[config.mk]
export PLATFORM = sky130hd
export DESIGN_NAME = uart_rx
export DESIGN_NICKNAME = d
export VERILOG_FILES = /design/src/rtl/uart_rx.sv
export SDC_FILE = /design/constraint.sdc
export NUM_CORES = 1
export LEC_CHECK = 0
export BUFFER_PORTS_ARGS = -buffer_cell sky130_fd_sc_hd__buf_2
export CAP_MARGIN = 20
export CORE_UTILIZATION = 30
export CTS_CLUSTER_SIZE = 25
export DETAILED_ROUTE_END_ITERATION = 7
export SLEW_MARGIN = 20
export SYNTH_ARGS = -nofsm -noshare
export SYNTH_HDL_FRONTEND = slang
export SYNTH_SLANG_ARGS = --single-unit
[constraint.sdc]
create_clock -name clk -period 3.4 [get_ports clk]
set_input_delay 0 -clock clk [delete_from_list [all_inputs] [get_ports clk]]
set_output_delay 0 -clock clk [all_outputs]
set_load 0.1 [all_outputs]
[src/rtl/uart_rx.sv]
// uart_rx: 16x-oversampling UART receiver.
// The serial line is synchronised with two flops. A falling edge on the line
// starts a frame, and the start bit is checked again at its midpoint. Each
// bit is then sampled once per bit period. Optional parity and the stop bit
// are checked. A completed frame is reported by a one-cycle rx_valid strobe,
// together with registered data and error flags.
module uart_rx #(
    parameter int DATA_BITS  = 8,
    parameter bit PARITY_EN  = 1'b0,
    parameter bit PARITY_ODD = 1'b0
) (
    input  logic                 clk,
    input  logic                 reset_n,
    input  logic                 os_tick,
    input  logic                 rx,
    output logic [DATA_BITS-1:0] rx_data,
    output logic                 rx_valid,
    output logic                 frame_err,
    output logic                 parity_err,
    output logic                 busy
);

    typedef enum logic [2:0] {
        IDLE       = 3'd0,
        START      = 3'd1,
        DATA       = 3'd2,
        PARITY     = 3'd3,
        STOP       = 3'd4,
        BREAK_WAIT = 3'd5
    } state_t;

    localparam logic [2:0] LAST_BIT = 3'(DATA_BITS - 1);

    // Even-parity reduction over the collected data bits.
    function automatic logic f_parity(input logic [DATA_BITS-1:0] d);
        return ^d;
    endfunction

    state_t                r_state;
    state_t                w_state_nx;
    logic                  r_sync1;
    logic                  r_sync2;
    logic                  w_rxs;
    logic [3:0]            r_tick_cnt;
    logic [3:0]            w_tick_nx;
    logic [2:0]            r_bit_cnt;
    logic [2:0]            w_bit_nx;
    logic [DATA_BITS-1:0]  r_shift;
    logic [DATA_BITS-1:0]  w_shift_nx;
    logic                  r_par_pend;
    logic                  w_par_pend_nx;
    logic [DATA_BITS-1:0]  r_rx_data;
    logic [DATA_BITS-1:0]  w_rx_data_nx;
    logic                  r_rx_valid;
    logic                  w_rx_valid_nx;
    logic                  r_frame_err;
    logic                  w_frame_err_nx;
    logic                  r_parity_err;
    logic                  w_parity_err_nx;
    logic                  r_busy;

    assign w_rxs = r_sync2;

    // Two-flop synchroniser on the asynchronous line; resets to idle-high.
    always_ff @(posedge clk or negedge reset_n) begin
        if (!reset_n) begin
            r_sync1 <= 1'b1;
            r_sync2 <= 1'b1;
        end else begin
            r_sync1 <= rx;
            r_sync2 <= r_sync1;
        end
    end

    // FSM state register.
    always_ff @(posedge clk or negedge reset_n) begin
        if (!reset_n) begin
            r_state <= IDLE;
        end else begin
            r_state <= w_state_nx;
        end
    end

    // Next-state, counter, shift-register and output-flag logic.
    always_comb begin
        w_state_nx      = r_state;
        w_tick_nx       = r_tick_cnt;
        w_bit_nx        = r_bit_cnt;
        w_shift_nx      = r_shift;
        w_par_pend_nx   = r_par_pend;
        w_rx_valid_nx   = 1'b0;
        w_rx_data_nx    = r_rx_data;
        w_frame_err_nx  = r_frame_err;
        w_parity_err_nx = r_parity_err;

        case (r_state)
            IDLE: begin
                // Start detection does not wait for an oversample tick.
                if (!w_rxs) begin
                    w_state_nx = START;
                    w_tick_nx  = 4'd0;
                end else begin
                    w_state_nx = IDLE;
                end
            end

            START: begin
                if (os_tick) begin
                    if (r_tick_cnt == 4'd7) begin
                        if (w_rxs) begin
                            // The line is high again at mid start bit, so
                            // this was a glitch. Drop it silently.
                            w_state_nx = IDLE;
                            w_tick_nx  = 4'd0;
                        end else begin
                            w_state_nx = DATA;
                            w_tick_nx  = 4'd0;
                            w_bit_nx   = 3'd0;
                        end
                    end else begin
                        w_tick_nx = r_tick_cnt + 4'd1;
                    end
                end else begin
                    w_tick_nx = r_tick_cnt;
                end
            end

            DATA: begin
                if (os_tick) begin
                    // The 4-bit counter wraps 15->0, so the next bit period
                    // starts counting on its own.
                    w_tick_nx = r_tick_cnt + 4'd1;
                    if (r_tick_cnt == 4'd15) begin
                        w_shift_nx = {w_rxs, r_shift[DATA_BITS-1:1]};
                        if (r_bit_cnt == LAST_BIT) begin
                            if (PARITY_EN) begin
                                w_state_nx = PARITY;
                            end else begin
                                w_state_nx = STOP;
                            end
                        end else begin
                            w_bit_nx = r_bit_cnt + 3'd1;
                        end
                    end else begin
                        w_shift_nx = r_shift;
                    end
                end else begin
                    w_tick_nx = r_tick_cnt;
                end
            end

            PARITY: begin
                if (os_tick) begin
                    w_tick_nx = r_tick_cnt + 4'd1;
                    if (r_tick_cnt == 4'd15) begin
                        w_par_pend_nx = f_parity(r_shift) ^ w_rxs ^ PARITY_ODD;
                        w_state_nx    = STOP;
                    end else begin
                        w_par_pend_nx = r_par_pend;
                    end
                end else begin
                    w_tick_nx = r_tick_cnt;
                end
            end

            STOP: begin
                if (os_tick) begin
                    w_tick_nx = r_tick_cnt + 4'd1;
                    if (r_tick_cnt == 4'd15) begin
                        w_rx_valid_nx   = 1'b1;
                        w_rx_data_nx    = r_shift;
                        w_frame_err_nx  = ~w_rxs;
                        w_parity_err_nx = r_par_pend;
                        w_par_pend_nx   = 1'b0;
                        // Returning to IDLE at the stop midpoint lets the
                        // next start edge, half a bit later, be caught.
                        if (w_rxs) begin
                            w_state_nx = IDLE;
                        end else begin
                            w_state_nx = BREAK_WAIT;
                        end
                    end else begin
                        w_rx_valid_nx = 1'b0;
                    end
                end else begin
                    w_tick_nx = r_tick_cnt;
                end
            end

            BREAK_WAIT: begin
                // A held-low line reports one framing error, not a stream.
                if (w_rxs) begin
                    w_state_nx = IDLE;
                end else begin
                    w_state_nx = BREAK_WAIT;
                end
            end

            default: begin
                w_state_nx = IDLE;
                w_tick_nx  = 4'd0;
                w_bit_nx   = 3'd0;
            end
        endcase
    end

    // Datapath and registered outputs.
    always_ff @(posedge clk or negedge reset_n) begin
        if (!reset_n) begin
            r_tick_cnt   <= 4'd0;
            r_bit_cnt    <= 3'd0;
            r_shift      <= '0;
            r_par_pend   <= 1'b0;
            r_rx_data    <= '0;
            r_rx_valid   <= 1'b0;
            r_frame_err  <= 1'b0;
            r_parity_err <= 1'b0;
            r_busy       <= 1'b0;
        end else begin
            r_tick_cnt   <= w_tick_nx;
            r_bit_cnt    <= w_bit_nx;
            r_shift      <= w_shift_nx;
            r_par_pend   <= w_par_pend_nx;
            r_rx_data    <= w_rx_data_nx;
            r_rx_valid   <= w_rx_valid_nx;
            r_frame_err  <= w_frame_err_nx;
            r_parity_err <= w_parity_err_nx;
            r_busy       <= (w_state_nx != IDLE);
        end
    end

    assign rx_data    = r_rx_data;
    assign rx_valid   = r_rx_valid;
    assign frame_err  = r_frame_err;
    assign parity_err = r_parity_err;
    assign busy       = r_busy;

endmodule

---- Yosys cells after proc, flatten, opt, wreduce, memory -nomap -nowiden ----
Index checks and enable logic that the tools add are counted.
cells by class
  multiplexer cells ....................... 33
  bitwise operators ....................... 4
  equality and inequality tests ........... 20
  reduce and logical (&&, ||, !) cells .... 11
  $add $sub $neg .......................... 2
operators with widths
  operator             count
  $mux 3               16
  $ne 2x2->1 const B   11
  $pmux 3 s6           1
  $mux 4               4
  $pmux 4 s4           1
  $eq 3x3->1 const B   3
  $pmux 3 s3           1
  $mux 1               8
  $reduce_xor 8->1     1
  $reduce_and 7->1     1
  $eq 3x2->1 const B   2
  $reduce_and 3->1     2
  $reduce_and 5->1     1
  $add 4x1->4 const B  1
  $eq 4x3->1 const B   1
  $eq 4x4->1 const B   1
  $reduce_and 4->1     1
  $reduce_or 4->1      1
  $add 3x1->3 const B  1
  $eq 3x1->1 const B   1
  $logic_not 3->1      1
  $not 1->1            3
  $reduce_bool 3->1    1
  $reduce_or 3->1      1
  other kinds (5)      5
storage, ports and cells
  bits of input ports ..................... 4
  register bits ........................... 33
  output and inout bits ................... 12

---- Logic depth before layout (Yosys ltp) ----
  word-level depth ........................ 6
  gate-level depth with buffers ........... 6

---- Worst setup path before layout ----
OpenSTA, ideal clock, no wires.
  path kind ............................... register to register
  from .................................... reg r_tick_cnt[0]
  to ...................................... reg r_bit_cnt[0]
  setup time .............................. 125 ps
  period minus slack after synthesis ...... 1589 ps
  buffers on the path ..................... 0
  cell stages (with the launch flop) ...... 6
  slack ................................... 1811 ps
  arrival ................................. 1464 ps
  path through ............................ dfrtp_1 ha_1 nand3_1 nor3_2 a211o_4 mux2_4
on the way
  longest elaborated chain between the ends .. 3
  elaborated cells on any way between the ends .. 5
RTL lines
  what                                      line      source
  start: declaration                        44        logic [3:0] r_tick_cnt;
  start signal: assignment                  220       r_tick_cnt <= w_tick_nx;
  $eq 4x4->1 or $eq 4x3->1 (tied branches)  133, 109
  $ne 2x2->1 (no line)                      -
  $reduce_and 7->1 (no line) (*)            -
  end signal: assignment                    221       r_bit_cnt <= w_bit_nx;
  end: declaration                          46        logic [2:0] r_bit_cnt;
Every way passes the cells marked *; elsewhere a longest branch is shown, timed or not.
A chain may end at the register's enable or synchronous reset.

---- Worst setup path after layout ----
Ends and elaborated chain as after synthesis.

==> results.cfg <==
[critical_path]
slowest_stage = dfrtp_1
path_cells = ha_1 > nand4_2 > nor4b_2 > a211o_4 > mux2_4
cp-end-kind = flop
cp.required_ns = 3.58
cp_slowest_stage_delay_ns = 0.39
cp_max_fo = 6
crit_type = flop to flop
worst_ep_arrival_time_ns = 1.95
start_kind = flop

[run_status]
run_status = finished clean

[yosys]
ys_ff_latch = 33
syn-num-nets = 143
ys_types = 45
synth-edff-count = 0
synth.area.top_cells = dfrtp_1 (46%), mux2_2 (7.4%), mux2_4 (5.4%), dfstp_2 (3.1%), xnor2_1 (2.6%)
ys_seq_area_frac = 0.495
ys.flop_type = dfrtp_1
avgSynthCellArea_um2 = 12.3
postSynth.asyncResetShare = 1.00
syn_area_um2 = 1670
yosys.area.top_type = dfrtp_1
synth_warnings = 0
synthCells = 136
synth_top_area_frac = 0.463

[sta]
timing.fmax_mhz = 563
worst_slew_pin_slew_ns = 0.721
fin_skew_ns = 0.00510
rsz0062_at_grt = no
setup_tns_ns = 0
slew_viol_final = 0
hold_violations = 0
min_period_ns = 1.78
finalSetupViolations = 0
slew_headroom = 0.520
finalCritPeriodShare = 0.522

[final_layout]
final_cells = 225
final_net_count = 161
n_antenna_cell = 0
area_growth_pct = 14.4
fillers = 512
layout_commonest_cell = dfrtp_1
drive_gt1_frac = 0.361
mostFrequentLayoutCells = dfrtp_1 (31), buf_2 (15), mux2_2 (11)

[placed_design]
placed_cells = 215
dpl.hpwl_um = 2140
gp_congestion = 0.882
numPortBuffers = 15

[global_routing]
antenna_found_initial = 0
grt_pass1_wl_um = 5230
grt_pass1_vias = 1050
grt_max_degree = 34
gr-usage-all-layers = 0.117
gr-total-overflow = 0

[clock_network]
insertion_delay_ns = 0.29
clk_path_buf_depth = 2
clk_pin_slew_worst_paths_ns = 0.07
cts_root_buf = clkbuf_8
cts_sinks = 33
cts_made_buffers = 5
htreeDepth = 2
ctsResizeCount = 0
cts_tree = built

[routing]
drt_iter0_drc = 45
drt-total-wl_um = 2990
vias = 1062
wl_per_cell_um = 13.3
post-route-drc-count = 0
ant_nets = 0
dr.pass1.iters = 4
via_per_inst = 4.72

[floorplanning]
fp.dieH_um = 76.7
coreArea_um2 = 5240
die_area_um2 = 5880
row_count = 26
die_x_um = 76.7
start_util = 0.320
top_level_ports = 16

[power_and_ir_drop]
power.internal_uw = 749
power.leakage_uw = 0.000939
irDropWorstVdd_uv = 214
power_frac_seq = 0.464
switching_power_uw = 390
swShare = 0.342
clockPowerShare = 0.291
power.density_nw_per_um2 = 595
p_comb_frac = 0.245

[min_path]
hold_class = primary input to flop

[run]
maxCapViolCount = 0
## kinds of logic after synthesis
group	share of synthesized area
DFF	0.495
adders and majority gates	0.0224
muxes	0.152
buffers and inverters	0.0411
AOI/OAI and AO/OA	0.0972
and+or+nand+nor	0.143
xor gates and xnor gates	0.0501
## synth_stat cells (3+ instances only)
cell,number
dfrtp_1,31
mux2_2,11
inv_1,7
nand2_1,7
a21oi_1,6
mux2_4,6
o21ai_0,6
xnor2_1,5
mux2i_1,4
nand3_1,4
nor2_1,4
buf_2,3
ha_1,3
## timing repair
item / CTS / global route
endpoints found under the hold margin: 32 / 0
hold buffers: 2 / 0
buffers inserted: 0 / 0
## state kept, by name (all words and copies together) (netlist names), 3 cells and up
register,count
rx_data,8
r_shift,8
r_bit_cnt,3
r_state,3
r_tick_cnt,4
## metal layers
metal	vias up	routed length (µm)	GRT usage
met4	0	61	0.0577
li1	513	-	-
met5	-	0	0
met3	7	109	0.0357
met1	524	1410	0.151
met2	18	1420	0.175
## power groups by stage
stage	Clock (µW)	Combinational, µW	Sequential [µW]
after floorplan	0	226	524
after global placement	0	270	528
after detailed placement	0	279	536
after CTS	340	282	529
after global routing	361	313	543
final	332	279	529
## worst paths after layout
kind | start | to | slack [ns] | cells after the start
hold / removal | os_tick | r_tick_cnt[0] | 0.06 | 3
setup / recovery | r_tick_cnt[0] | r_bit_cnt[0] | 1.62 | 5
setup reg to reg | r_tick_cnt[0] | r_bit_cnt[0] | 1.62 | 5
hold reg to reg | r_sync1 | r_sync2 | 0.35 | 0
max in group asynchronous | reset_n | rx_data[2] | 2.64 | 2
min in group asynchronous | reset_n | r_tick_cnt[1] | 0.29 | 2
## through the flow
step	util	area, µm²	total power [µW]	hold WS, ns	worst slack (ns)
after CTS	0.366	1920	1150	0.0532	1.61
after global placement	0.343	1790	798	0.0990	1.70
final	0.366	1920	1140	0.0595	1.62
after floorplan	-	1670	750	-0.296	1.81
after global routing	0.366	1920	1220	0.0771	1.51
after detailed placement	0.343	1790	815	0.105	1.62
## layout make-up
class                           count  area (µm²)  share of cell area
Inverter                            7        26.3              0.0137
Timing Repair Buffer               17        95.1              0.0496
Tap cell                           70        87.6              0.0457
Clock buffer                        7        96.3              0.0503
Multi-Input combinational cell     90         777               0.406
Clock inverter                      1        5.00             0.00261
Sequential cell                    33         828               0.432
## worst max-delay path: cells and delay by family (launching register included)
family          cells  cell delay (ns)
simple gates        2             0.53
flops               1             0.39
mux                 1             0.30
fa+ha+maj           1             0.28
compound gates      1             0.17
(Power assumes the default switching activity.)
